<file path="src/rtl/match_sequencer.sv">
// Game-level controller for Connect-4 Pop: sequences each game, alternates turns,
// and turns win-checker levels into clean, non-overlapping score strobes.
module match_sequencer #(
    parameter int unsigned     PULSE_LEN    = 2,
    parameter int unsigned     TO_W         = 28,
    parameter logic [TO_W-1:0] TURN_TIMEOUT = TO_W'(200_000_000)
) (
    input  logic       clk,
    input  logic       reset,
    input  logic       new_game,
    input  logic       clear_scores,
    input  logic       move_done,
    input  logic       win_p1,
    input  logic       win_p2,
    input  logic       draw,
    output logic       turn,
    output logic       board_enable,
    output logic       board_clear,
    output logic       score_p1,
    output logic       score_p2,
    output logic       score_clear,
    output logic [1:0] winner,
    output logic [2:0] state
);

    localparam int unsigned     PCW        = (PULSE_LEN > 1) ? $clog2(PULSE_LEN) : 1;
    localparam logic [PCW-1:0]  PULSE_LAST = PCW'(PULSE_LEN - 1);
    localparam logic [TO_W-1:0] TO_LAST    = TURN_TIMEOUT - TO_W'(1);
    localparam logic            TO_EN      = (TURN_TIMEOUT != '0);

    localparam logic [1:0] WIN_NONE = 2'b00;
    localparam logic [1:0] WIN_P1   = 2'b01;
    localparam logic [1:0] WIN_P2   = 2'b10;
    localparam logic [1:0] WIN_DRAW = 2'b11;

    typedef enum logic [2:0] {
        ST_IDLE  = 3'd0,
        ST_CLEAR = 3'd1,
        ST_PLAY  = 3'd2,
        ST_SCORE = 3'd3,
        ST_GAP   = 3'd4,
        ST_OVER  = 3'd5
    } state_e;

    state_e          state_q, state_d;
    logic            turn_q, turn_d;
    logic            starter_q, starter_d;
    logic            last_mover_q, last_mover_d;
    logic [1:0]      winner_q, winner_d;
    logic            pending_q, pending_d;
    logic [TO_W-1:0] to_cnt_q, to_cnt_d;
    logic [PCW-1:0]  pcnt_q, pcnt_d;
    logic            board_enable_q, board_enable_d;
    logic            board_clear_q, board_clear_d;
    logic            score_p1_q, score_p1_d;
    logic            score_p2_q, score_p2_d;
    logic            score_clear_q, score_clear_d;
    logic            pending_eff;

    always_ff @(posedge clk or negedge reset) begin
        if (!reset) begin
            state_q        <= ST_IDLE;
            turn_q         <= 1'b0;
            starter_q      <= 1'b0;
            last_mover_q   <= 1'b0;
            winner_q       <= WIN_NONE;
            pending_q      <= 1'b0;
            to_cnt_q       <= '0;
            pcnt_q         <= '0;
            board_enable_q <= 1'b0;
            board_clear_q  <= 1'b0;
            score_p1_q     <= 1'b0;
            score_p2_q     <= 1'b0;
            score_clear_q  <= 1'b0;
        end else begin
            state_q        <= state_d;
            turn_q         <= turn_d;
            starter_q      <= starter_d;
            last_mover_q   <= last_mover_d;
            winner_q       <= winner_d;
            pending_q      <= pending_d;
            to_cnt_q       <= to_cnt_d;
            pcnt_q         <= pcnt_d;
            board_enable_q <= board_enable_d;
            board_clear_q  <= board_clear_d;
            score_p1_q     <= score_p1_d;
            score_p2_q     <= score_p2_d;
            score_clear_q  <= score_clear_d;
        end
    end

    // Outputs are registered from the next state, so they track the state one cycle after sampling.
    always_comb begin
        state_d      = state_q;
        turn_d       = turn_q;
        starter_d    = starter_q;
        last_mover_d = last_mover_q;
        winner_d     = winner_q;
        to_cnt_d     = to_cnt_q;
        pcnt_d       = pcnt_q;
        pending_eff  = pending_q | clear_scores;

        case (state_q)
            ST_IDLE, ST_OVER: begin
                if (new_game) state_d = ST_CLEAR;
            end
            ST_CLEAR: state_d = ST_PLAY;
            ST_PLAY: begin
                if (new_game) begin
                    state_d = ST_CLEAR;
                end else if (win_p1 || win_p2) begin
                    state_d = ST_SCORE;
                    pcnt_d  = '0;
                    if (win_p1 && win_p2) begin
                        winner_d = last_mover_q ? WIN_P2 : WIN_P1;
                    end else begin
                        winner_d = win_p1 ? WIN_P1 : WIN_P2;
                    end
                end else if (draw) begin
                    state_d  = ST_OVER;
                    winner_d = WIN_DRAW;
                end else if (move_done) begin
                    last_mover_d = turn_q;
                    turn_d       = ~turn_q;
                    to_cnt_d     = '0;
                end else if (TO_EN && (to_cnt_q == TO_LAST)) begin
                    turn_d   = ~turn_q;
                    to_cnt_d = '0;
                end else if (TO_EN && (to_cnt_q != '1)) begin
                    to_cnt_d = to_cnt_q + TO_W'(1);
                end
            end
            ST_SCORE: begin
                if (pcnt_q == PULSE_LAST) begin
                    state_d = ST_GAP;
                end else begin
                    pcnt_d = pcnt_q + PCW'(1);
                end
            end
            ST_GAP:  state_d = ST_OVER;
            default: state_d = ST_IDLE;
        endcase

        // CLEAR is always entered from another state, so this runs once per game start.
        if (state_d == ST_CLEAR) begin
            winner_d  = WIN_NONE;
            turn_d    = starter_q;
            starter_d = ~starter_q;
        end

        if (state_d != ST_PLAY) to_cnt_d = '0;

        // Hold a score clear off until any strobe and its trailing gap are done.
        score_clear_d  = pending_eff && (state_d != ST_SCORE) && (state_d != ST_GAP);
        pending_d      = pending_eff && !score_clear_d;
        board_clear_d  = (state_d == ST_CLEAR);
        board_enable_d = (state_d == ST_PLAY);
        score_p1_d     = (state_d == ST_SCORE) && (winner_d == WIN_P1);
        score_p2_d     = (state_d == ST_SCORE) && (winner_d == WIN_P2);
    end

    assign turn         = turn_q;
    assign board_enable = board_enable_q;
    assign board_clear  = board_clear_q;
    assign score_p1     = score_p1_q;
    assign score_p2     = score_p2_q;
    assign score_clear  = score_clear_q;
    assign winner       = winner_q;
    assign state        = state_q;

endmodule

</file>
<file path="config.mk">
export PLATFORM = sky130hd
export DESIGN_NAME = match_sequencer
export DESIGN_NICKNAME = d
export VERILOG_FILES = /design/src/rtl/match_sequencer.sv
export SDC_FILE = /design/constraint.sdc
export NUM_CORES = 1
export LEC_CHECK = 0
export CAP_MARGIN = 15
export CORE_MARGIN = 5
export CORE_UTILIZATION = 35
export DETAILED_ROUTE_END_ITERATION = 10
export PLACE_DENSITY = 0.52
export SETUP_SLACK_MARGIN = 0.05
export SYNTH_ARGS = -nofsm -noshare
export SYNTH_HDL_FRONTEND = slang
export SYNTH_SLANG_ARGS = --single-unit
</file>
<file path="constraint.sdc">
create_clock -name clk -period 2.07 [get_ports clk]
set_clock_uncertainty 0.2 [all_clocks]
set_input_delay 0.207 -clock clk [delete_from_list [all_inputs] [get_ports clk]]
set_output_delay 0.207 -clock clk [all_outputs]
set_load 0.02 [all_outputs]
</file>
==> results.cfg <==
[clock_network]
cts_tree = done
h-tree-depth = 2
numClockSinks = 43
path_clk_slew_ns = 0.09
clockRootBuffer = clkbuf_8
cts-buffers-inserted = 5
cts.path.max_buffers = 2
insertion_delay_ns = 0.30

[power]
p_leak_nw = 1.71
ir_worst_vdd_mv = 0.595
p_per_area_nw_per_um2 = 790

[cells_and_area]
drive_gt1_share_pct = 41.9
ff_latch_area_um2 = 1080
multi_input_area_um2 = 1540
syn2layout_area_growth_pct = 48.3
finish.instance_area_um2 = 3690
fill_cells = 625
nets = 366
diodes = 0

[hold_path]
hold_path.class = in2async

[logic_synthesis]
yosysWarnings = 0
synth_top_flop_cell = dfrtp_1
synth_edf_count = 0
syn_avg_cell_area_um2 = 9.72
synth-seq-cells = 43
seq_area_frac_synth_pct = 43.2
synth_area_um2 = 2490
syn_nets = 265
synthCells = 256
yosysUniqueCellTypes = 65
synthArstFlopShare_pct = 100

[critical_path]
critPathTopFamily = simple AND/OR/NAND/NOR gates
critPathSlowestCell = dfrtp_1
criticalPathCategory = reg2reg
path_buf_inv = 0
critPathArrivalTime_ns = 2.13
crit_path_max_fanout = 10
max_stage_delay_ns = 0.42
startpoint_type = flop
cp-end-kind = flop
cp_data_required_time_ns = 2.06
crit_chain = nor4b_2 -> and4_4 -> a41o_2 -> o21ai_2 -> and2_4 -> a221o_1

[die]
die_h_um = 94.3
start_util_pct = 36.2
io_pins = 19
rows = 30
design.core.area_um2 = 6870
dieArea_um2 = 8900
die_w_um = 94.3

[place]
preCtsSetupSlack_ns = -0.283
gp_congestion = 0.798
port_buffers = 18
place_area_um2 = 3230
place_hpwl_um = 4770

[global_routing]
grt_pass1_wl_um = 12000
grtUsageTotal_pct = 17.3
grt_max_degree = 18
grt-ovfl-total = 0
antenna_found_initial = 0
grt_pass1_vias = 2370

[sta]
setup_slack_ns = -0.0724
hold_viol = 0
rsz0062_at_grt = true
max_freq_mhz = 467
setup_violations = 18
post-route-min-period_ns = 2.14
period_share_pct = 103
slew_headroom_pct = 67.2
slew_viol_final = 0
tightest_slew_ns = 0.487
holdWs_ns = 0.159

[detailed_routing]
drc = 0
drt-total-wl_um = 7250
drtPass1Iterations = 4
antenna_left = 0
vias = 2408
first_iter_violations = 69
wl_per_cell_um = 16.0
via_per_inst = 5.30

[flow_run]
maxCapViolations = 0

[run_status]
violations = setup timing
outcome = finished, violations left
-- sequential cells by signal, summed over array words and instances (netlist names) --
| signal | cells |
|---|---|
| pending_q | 1 |
| to_cnt_q | 28 |
| starter_q | 1 |
| score_p1 | 1 |
| board_clear | 1 |
| board_enable | 1 |
| state | 3 |
| turn | 1 |
| last_mover_q | 1 |
| score_clear | 1 |
| pcnt_q | 1 |
| winner | 2 |
| score_p2 | 1 |
-- worst register-to-register path: cells and delay by family, from the launching register on --
kind               cells  cell delay, ns
AOI/OAI and AO/OA      3            0.65
DFF                    1            0.42
and+or+nand+nor        3            0.77
-- worst paths after layout --
check / start / endpoint / slack (ns) / cells after the start
worst max-delay path: to_cnt_q[12] / to_cnt_q[6] / -0.07 / 6
worst min-delay path: reset / to_cnt_q[17] / 0.16 / 2
worst max register to register: to_cnt_q[12] / to_cnt_q[6] / -0.07 / 6
worst min register to register: starter_q / starter_q / 0.27 / 1
max in group asynchronous: reset / to_cnt_q[4] / 0.95 / 3
min in group clk: starter_q / starter_q / 0.27 / 1
-- Yosys cell counts, types with 2 or more instances --
| cell type | instances | area, um2 |
|---|---|---|
| nand3_1 | 11 | 55.1 |
| nand2_1 | 24 | 90.1 |
| nor2_2 | 2 | 12.5 |
| nor2b_1 | 3 | 18.8 |
| or2_2 | 2 | 12.5 |
| nor3_1 | 19 | 95.1 |
| inv_2 | 2 | 7.51 |
| inv_1 | 3 | 11.3 |
| xor2_1 | 2 | 17.5 |
| and4_1 | 3 | 26.3 |
| dfrtp_1 | 43 | 1080 |
| o21ai_0 | 10 | 50.1 |
| a31oi_1 | 4 | 25.0 |
| a221o_1 | 3 | 30.0 |
| and3_1 | 20 | 125 |
| buf_2 | 4 | 20.0 |
| or3_1 | 6 | 37.5 |
| a22o_1 | 2 | 17.5 |
| buf_6 | 4 | 45.0 |
| and2_1 | 2 | 12.5 |
| nor4_1 | 5 | 31.3 |
| a21oi_1 | 7 | 35.0 |
| nor2_1 | 10 | 37.5 |
| clkbuf_1 | 2 | 7.51 |
| nand4_1 | 8 | 50.1 |
| o21ai_1 | 2 | 10.0 |
| and4_4 | 2 | 22.5 |
| a211o_1 | 14 | 123 |
-- per-stage QoR --
step           utilization, %  power (mW)  instances  TNS (ns)
2_1_floorplan               -        1.78        256    -0.953
3_3_place_gp             47.1        2.23        424     -7.09
3_5_place_dp             47.1        2.24        424     -6.93
4_1_cts                  51.3        2.83        445     -1.57
5_1_grt                  53.7        3.09        454     -3.09
6_report                 53.7        2.92        454    -0.836
-- cells by family after synthesis --
group	synth area share [%]
AO/OA/AOI/OAI	18.7
XOR/XNOR	0.704
adder cells (fa/ha/maj)	0.503
buffers and inverters	3.97
flip-flops	43.2
multiplexers	0.855
AND/OR/NAND/NOR	32.0
-- power breakdown --
part	switching, mW	total [mW]	internal [mW]
clock network	0.297	0.535	0.237
logic	0.668	1.29	0.622
registers	0.120	1.09	0.971
total	1.08	2.92	1.83
-- cells in the final DEF (no fill, tap or decap), types with 4 or more instances in the layout --
cell type,count
nand4_1,8
nor2_1,10
dfrtp_1,40
and3_1,7
clkbuf_8,5
nor3_1,18
nor4_1,4
clkdlybuf4s50_1,17
nand3_1,10
buf_4,75
nand2_1,22
or3_1,4
buf_6,7
a211o_1,14
a21oi_1,5
and3_4,16
o21ai_0,9
-- metal layers --
layer	wire length, um	global-route usage (%)	vias up
met1	3440	24.0	1177
met2	3550	27.9	26
met3	138	2.64	11
li1	-	-	1194
met5	0	0	-
met4	118	5.17	0
-- repair_timing --
item                                    CTS  global route
setup buffers                             9             9
gates resized for setup                  24            23
cloned                                    3             0
endpoints found under the setup margin   26            30
hold buffers                              1             0
pin swaps                                19            24
endpoints found under the hold margin    30             0
-- layout make-up --
type,count,area share [%]
Sequential cell,43,29.3
Inverter,5,0.509
Tap cell,96,3.26
Clock inverter,1,0.136
Clock buffer,7,2.07
Timing Repair Buffer,102,23.0
Multi-Input combinational cell,200,41.8
Note: power is estimated with default switching activity, not from simulation.
